File: src/rtl/scr1_imem_timeout.sv
// scr1_imem_timeout: IMEM port watchdog.
// Passes the address and data phases through with no added latency. If the
// downstream target leaves a data phase unanswered for SCR1_TIMEOUT cycles,
// one RDY_ER is returned upstream and the late response is swallowed later,
// so a hung target cannot lock up instruction fetch.
//
// state | meaning
// ------+---------------------------------------------------------------
// IDLE  | address phase, req/ack passed straight through
// WAIT  | data phase outstanding, resp/rdata forwarded, timer running
// ERR   | timer expired, RDY_ER returned upstream for exactly one cycle
// DRAIN | downstream still owes a response, upstream stalled until it lands

package scr1_imem_timeout_pkg;

   localparam int SCR1_IMEM_AWIDTH = 32;
   localparam int SCR1_IMEM_DWIDTH = 32;

   typedef enum logic {
      SCR1_MEM_CMD_RD = 1'b0,
      SCR1_MEM_CMD_WR = 1'b1
   } type_scr1_mem_cmd_e;

   typedef enum logic [1:0] {
      SCR1_MEM_RESP_NOTRDY = 2'b00,
      SCR1_MEM_RESP_RDY_OK = 2'b01,
      SCR1_MEM_RESP_RDY_ER = 2'b10
   } type_scr1_mem_resp_e;

endpackage : scr1_imem_timeout_pkg

module scr1_imem_timeout
   import scr1_imem_timeout_pkg::*;
#(
   parameter int unsigned SCR1_TIMEOUT = 255
)(
   input  logic                          clk,
   input  logic                          rst_n,

   output logic                          up_req_ack,
   input  logic                          up_req,
   input  type_scr1_mem_cmd_e            up_cmd,
   input  logic [SCR1_IMEM_AWIDTH-1:0]   up_addr,
   output logic [SCR1_IMEM_DWIDTH-1:0]   up_rdata,
   output type_scr1_mem_resp_e           up_resp,

   input  logic                          dn_req_ack,
   output logic                          dn_req,
   output type_scr1_mem_cmd_e            dn_cmd,
   output logic [SCR1_IMEM_AWIDTH-1:0]   dn_addr,
   input  logic [SCR1_IMEM_DWIDTH-1:0]   dn_rdata,
   input  type_scr1_mem_resp_e           dn_resp,

   output logic                          timeout_evt,
   output logic                          timeout_flag
);

   localparam int CNT_W = $clog2(SCR1_TIMEOUT + 1);
   // Timer counts down the remaining data-phase cycles; zero is the last
   // cycle on which a response is still forwarded.
   localparam logic [CNT_W-1:0] CNT_LOAD = CNT_W'(SCR1_TIMEOUT - 1);

   typedef enum logic [1:0] {
      ST_IDLE  = 2'b00,
      ST_WAIT  = 2'b01,
      ST_ERR   = 2'b10,
      ST_DRAIN = 2'b11
   } state_e;

   state_e           state;
   logic [CNT_W-1:0] cnt;
   logic             flag_q;
   logic             handshake;
   logic             dn_resp_vld;

   assign handshake   = up_req & dn_req_ack;
   assign dn_resp_vld = (dn_resp != SCR1_MEM_RESP_NOTRDY);

   assign dn_cmd  = up_cmd;
   assign dn_addr = up_addr;

   // State, timer and sticky timeout flag; synchronous active-low reset.
   always_ff @(posedge clk) begin
      if (!rst_n) begin
         state  <= ST_IDLE;
         cnt    <= '0;
         flag_q <= 1'b0;
      end else begin
         case (state)
            ST_IDLE: begin
               if (handshake) begin
                  state <= ST_WAIT;
                  cnt   <= CNT_LOAD;
               end
            end
            ST_WAIT: begin
               case (dn_resp)
                  SCR1_MEM_RESP_RDY_OK: begin
                     // A new fetch accepted alongside the response restarts the timer.
                     if (handshake) begin
                        cnt <= CNT_LOAD;
                     end else begin
                        state <= ST_IDLE;
                     end
                  end
                  SCR1_MEM_RESP_RDY_ER: begin
                     state <= ST_IDLE;
                  end
                  default: begin
                     if (cnt == '0) begin
                        state <= ST_ERR;
                     end else begin
                        cnt <= cnt - CNT_W'(1);
                     end
                  end
               endcase
            end
            ST_ERR: begin
               flag_q <= 1'b1;
               // A response landing in the error cycle is already paid for.
               state  <= dn_resp_vld ? ST_IDLE : ST_DRAIN;
            end
            ST_DRAIN: begin
               if (dn_resp_vld) begin
                  state <= ST_IDLE;
               end
            end
            default: begin
               state <= ST_IDLE;
            end
         endcase
      end
   end

   // Combinational passthroughs per state; all forced quiet while in reset.
   always_comb begin
      dn_req     = 1'b0;
      up_req_ack = 1'b0;
      up_resp    = SCR1_MEM_RESP_NOTRDY;
      up_rdata   = '0;
      if (rst_n) begin
         case (state)
            ST_IDLE: begin
               dn_req     = up_req;
               up_req_ack = dn_req_ack;
            end
            ST_WAIT: begin
               up_resp  = dn_resp;
               up_rdata = dn_rdata;
               if (dn_resp == SCR1_MEM_RESP_RDY_OK) begin
                  dn_req     = up_req;
                  up_req_ack = dn_req_ack;
               end
            end
            ST_ERR: begin
               up_resp = SCR1_MEM_RESP_RDY_ER;
            end
            default: begin
            end
         endcase
      end
   end

   assign timeout_evt  = rst_n & (state == ST_ERR);
   assign timeout_flag = rst_n & flag_q;

endmodule : scr1_imem_timeout

File: config.mk
export PLATFORM = sky130hd
export DESIGN_NAME = scr1_imem_timeout
export DESIGN_NICKNAME = d
export VERILOG_FILES = /design/src/rtl/scr1_imem_timeout.sv
export SDC_FILE = /design/constraint.sdc
export NUM_CORES = 1
export LEC_CHECK = 0
export CELL_PAD_IN_SITES_DETAIL_PLACEMENT = 0
export CELL_PAD_IN_SITES_GLOBAL_PLACEMENT = 2
export CORE_ASPECT_RATIO = 0.6
export CORE_MARGIN = 2
export CORE_UTILIZATION = 13
export DETAILED_ROUTE_END_ITERATION = 12
export HOLD_SLACK_MARGIN = 0.02
export PLACE_DENSITY_LB_ADDON = 0.1
export SETUP_SLACK_MARGIN = 0.1
export SLEW_MARGIN = 40
export SYNTH_ARGS = -nofsm -noshare
export SYNTH_HDL_FRONTEND = slang
export SYNTH_SLANG_ARGS = --single-unit
File: constraint.sdc
create_clock -name clk -period 2.6 [get_ports clk]
set_input_delay 0.52 -clock clk [delete_from_list [all_inputs] [get_ports clk]]
set_output_delay 0.52 -clock clk [all_outputs]
set_load 0.02 [all_outputs]
Word level (Yosys, flattened, before mapping):

Index checks and enable logic that the tools add are counted.
W data, S select, Z words.

* output and inout bits: 71
* memory bits (writable): 0
* word-level logic and storage cells: 45
* memories: 0
* input port bits: 71
* flip-flop bits (word level): 11
* bits in read-only memories: 0
* bits in latches: 0

* div/mod/pow operators: 0
* magnitude comparators: 0
* bitwise operators: 3
* shifts and indexed selects: 0
* multiply operators: 0
* reduce and logical (&&, ||, !) cells: 6
* mux-type cells: 21
* equal/unequal tests: 11
* add/sub/neg operators: 1

Operators with widths (number)
* $mux W32: 2
* $pmux W8 S2: 2
* $mux W8: 2
* $mux W2: 6
* $logic_not A8 Y1: 1
* $pmux W2 S2: 2
* $pmux W2 S4: 1
* $sub A8 B1 Y8 const B: 1
* $eq A2 B2 Y1 const B: 3
* $ne A2 B2 Y1 const B: 3
* $ne A3 B3 Y1 const B: 2
* $eq A2 B1 Y1 const B: 2
* $mux W1: 4
* $ne A4 B3 Y1 const B: 1
* $pmux W1 S2: 2
* $reduce_and A4 Y1: 1
* $reduce_bool A2 Y1: 2
* $and A1 B1 Y1: 3
* $reduce_and A3 Y1: 1
* $logic_not A2 Y1: 1

Longest topological paths before layout:

* depth in word-level cells: 4
* depth in mapped cells: 6
* depth with buffers taken out: 6

Worst setup path after synthesis:

No wires, ideal clock.

* path kind: input -> register
* start point: input port dn_resp[1]
* end point: register state[0]
* stages: 6
* data required time: 2.481 ns
* arrival: 1.954 ns
* path buffers: 0
* setup slack: 0.527 ns
* library setup time: 0.119 ns
* cells stage by stage: inv_1 > ha_1 > nor4_4 > a21oi_2 > or4_4 > o221a_1

* word-level cells in the longest chain between the ends: 3
* elaborated cells between the ends (all ways): 10
* those cells by class: eq/ne: 5; mux: 3; reduce/logical: 2

Ends and longest elaborated chain
* start, declared: RTL line 52 `input type_scr1_mem_resp_e dn_resp,`
* $eq A2 B2 Y1, or another cell as far along: RTL line 97 `case (dn_resp)`
* $pmux W2 S2, or another cell as far along: RTL line 97
* $pmux W2 S4 or $reduce_and A4 Y1 (tied branches)
* end signal, assigned: RTL line 121 `state <= dn_resp_vld ? ST_IDLE : ST_DRAIN;`
* end, declared: RTL line 70 `state_e state;`

Parallel ways exist; a longest one is shown, timed or not.
A chain may end at the register's enable or synchronous reset.

Final worst setup path:

* start point: input port rst_n
* end point: output port timeout_flag

* word-level cells in the longest chain between the ends: 1

Ends and longest elaborated chain
* start, declared: RTL line 38 `input logic rst_n,`
* $and A1 B1 Y1: RTL line 165 `assign timeout_flag = rst_n & flag_q;`
* end, declared: RTL line 55 `output logic timeout_flag`

Every way passes these cells.

==> key figures <==
Critical path
  – CP delay by family, top: buffers and inverters
  – CP Launch Type: input port
  – CP max stage delay: about 610 ps
  – Critical path class: input port to output port
  – CP dominant cell by count: clkdlybuf4s50_1
  – Crit-path max FO: 5
  – Worst EP required: between 2000 and 2500 ps
  – Critical path endpoint category: output port
  – Critical Path Source: rst_n
  – Reg-to-reg endpoint: state[0]$_SDFFE_PN0P_
  – Critical Path AT: between 1500 and 2000 ps
  – R2R Path Start: state[1]$_SDFFE_PN0P_
  – Critical-path top delay cell: clkdlybuf4s50_1
  – Worst Path Buf+Inv: 3
  – Crit-path cells: clkdlybuf4s50_1 > buf_4 > and2_1 > clkdlybuf4s50_1
  – Worst Reg-to-Reg Cells: 7
  – Worst reg-to-reg setup slack: 590 ps

STA
  – Hold Slack: a little over 500 ps
  – Minimum clock period: between 2000 and 2500 ps
  – Worst slew margin: between 60% and 70%
  – Final period utilization: 94.20%
  – Final setup fails: 0
  – Max-slew violation count: 0
  – RSZ-0062 raised after global routing: false
  – Slew @ Worst Pin: between 500 and 600 ps
  – F_max: 408.3 MHz
  – Max Clock Skew: roughly 1.5 ps
  – Final Hold Fails: 0
  – TNS Setup: 0 ps

Synthesis
  – Yosys cell types: 38
  – Main flop type after synthesis: dfxtp_1
  – Cell count after synthesis: approximately 180
  – Syn. warnings: 0
  – EDFF count, synth: 0
  – Syn nets: 256
  – Register area share after synthesis: 16.46%
  – Async SR Flop Fraction: 0%
  – Avg Inst Size Synth: ~7.6 um^2
  – Synthesized area: between 1000 and 1500 um^2
  – Synth Register Bits: 11

Finish
  – Share of layout cells above drive strength 1: 10.62%
  – Fillers: between 1000 and 1500
  – Ant diodes: 0
  – Total Nets Final: slightly above 300
  – Syn-to-layout area delta: 58.75%

Global route
  – Number of global-route vias before repair: roughly 1400
  – First-pass GRT wire length: 7.928 mm
  – Largest net degree at the start of global routing: 25
  – Initial antenna violation count: 0
  – Gr ovfl total: 0
  – GRT Resource Usage Total: under 10%

Worst hold path
  – Worst hold path endpoint: state[1]$_SDFFE_PN0P_
  – Hold_sp: state[1]$_SDFFE_PN0P_
  – Hold Path Depth: 2
  – Hold Crit Class: flip-flop to flip-flop

Floorplan
  – Initial Util: 13.44%
  – Core region area: about 9900 um^2
  – Die ar.: between 10000 and 15000 um^2
  – Row cnt: 28
  – Die Height: between 80 and 90 um
  – IO Pins: about 140
  – Die X: between 100 and 150 um

Clock network
  – CTS Buffer Depth: 2
  – CTS Sinks: 11
  – Num CTS Buffers: 3
  – CTS tree: done
  – CTS root buf: clkbuf_16
  – Reg clk slew, reported paths: approximately 40 ps
  – Post-CTS Setup Bufs: 0
  – Depth of the CTS H-tree: 1
  – Cts hold-fix bufs: 0
  – Latest clock arrival within the worst-skew pair: 240 ps

Placement
  – GP Congestion: between 0.7 and 0.8
  – PortBufs: 75
  – Post-DP HPWL: approximately 4.2 mm

Drt
  – Drt total wl: 5.022 mm
  – Post-DR vias/cell: between 3 and 4
  – DRC Markers: 0
  – Per-cell routed wire length: 13.91 um
  – Initial DRT Pass Iterations: 4
  – Routed Antenna Nets: 0
  – Routed vias: about 1400
  – Starting DRT DRC Count: 28

Power
  – Static leakage: 1.152 nW
  – PD cells: 594.7 nW/um^2
  – VDD IR max: 0.0001972 V

Job
  – Max-Cap Viols: 0

Outcome
  – Outcome: finished, final reports clean
-- flip-flops by register name (all words and copies together) (netlist names) --
name and flops:
flag_q 1, state 2, cnt 8
-- cell families (layout without fill, tap and decap cells) --
kind of cell / count (synthesis) / count (layout) / share of synthesized area, %
AOI/OAI and AO/OA: 23 / 23 / 13.66
adders and majority gates: 9 / 9 / 8.419
buffers and inverters: 50 / 100 / 23.29
DFF: 11 / 11 / 16.46
and+or+nand+nor: 83 / 83 / 38.17
-- metrics by stage --
step	worst slack (ps)	cell area [um^2]	instances	total power, W	utilization, %
detailed placement	-159.0	2071	357	0.001012	20.81
CTS	71.87	2121	361	0.001288	21.32
global route	107.0	2123	361	0.001371	21.34
floorplan	527.3	1338	176	0.0007591	-
finish	150.9	2123	361	0.001263	21.34
global placement	-125.7	2071	357	0.001039	20.81
-- worst max path at each step --
stage | slack [ps] | end | depth (start not counted)
final | 150 | timeout_flag | 4
after global routing | 110 | timeout_flag | 4
after CTS | 70 | up_rdata[31] | 4
after detailed placement | -160 | up_req_ack | 7
after global placement | -130 | up_req_ack | 7
after floorplan | 530 | state[0]$_SDFFE_PN0P_ | 6
-- worst min-delay path: cells and delay by family (launching register included) --
kind | cells | cell delay (ps)
flip-flops | 1 | 330
AO/OA/AOI/OAI | 1 | 60
AND/OR/NAND/NOR | 1 | 60
-- layer usage --
layer	track usage, %	routed length (um)	up-vias
li1	-	-	693
met1	13.47	2699	631
met2	13.15	1911	67
met3	2.259	362	16
met4	1.979	49	0
met5	0	0	-
-- synth_stat cells (all sizes together) (2+ instances only) --
master	count	area, um^2
and3	34	212.7
buf	33	247.7
dfxtp	11	220.2
clkbuf	9	33.78
ha	9	112.6
inv	8	30.03
nand2	8	30.03
nor2	8	30.03
and2	7	43.79
nor2b	5	31.28
nand3	4	20.02
nand4	4	25.02
o21ai	4	20.01
a21oi	3	18.77
a22oi	2	15.01
and3b	2	17.52
nand2b	2	12.51
nor3	2	10.01
nor4	2	27.53
o21a	2	15.01
o221a	2	22.52
o311ai	2	17.52
-- final cells by class --
type / instances / area, um^2 / share of cell area (%)
Clock buffer: 4 / 78.83 / 3.712
Inverter: 8 / 30.03 / 1.414
Multi-Input combinational cell: 115 / 809.5 / 38.13
Sequential cell: 11 / 220.2 / 10.37
Tap cell: 135 / 168.9 / 7.955
Timing Repair Buffer: 88 / 815.8 / 38.42
-- power breakdown --
part	total (W)	leakage [nW]	internal [W]	switching [W]
Sequential	0.000277	0.0904	0.000215	0.0000625
Combinational	0.000696	1.02	0.000325	0.000371
Clock	0.000289	0.0382	0.000207	0.0000825
-- cell usage in the layout (no fill, tap or decap), types with 2 or more instances in the layout --
cell             count
and3_1              34
a21oi_1              2
nor2b_1              5
dlymetal6s2s_1       4
nand4_1              4
o21a_1               2
ha_1                 9
dfxtp_1             11
nand2_1              8
o221a_1              2
clkbuf_16            3
clkbuf_2             2
and2_1               7
o311ai_1             2
nand3_1              4
buf_6                2
clkdlybuf4s50_1     38
buf_4               12
a22oi_1              2
o21ai_1              2
nor3_1               2
and3b_1              2
nand2b_1             2
inv_1                8
nor2_1               8
dlygate4sd2_1       30
-- repair_timing --
item                                    4_1_cts  5_1_grt
gates resized for setup                      35        8
gates cloned                                  0        0
endpoints found under the setup margin       32        6
pin swaps                                     0        0
Note: power is estimated with default switching activity, not from simulation.
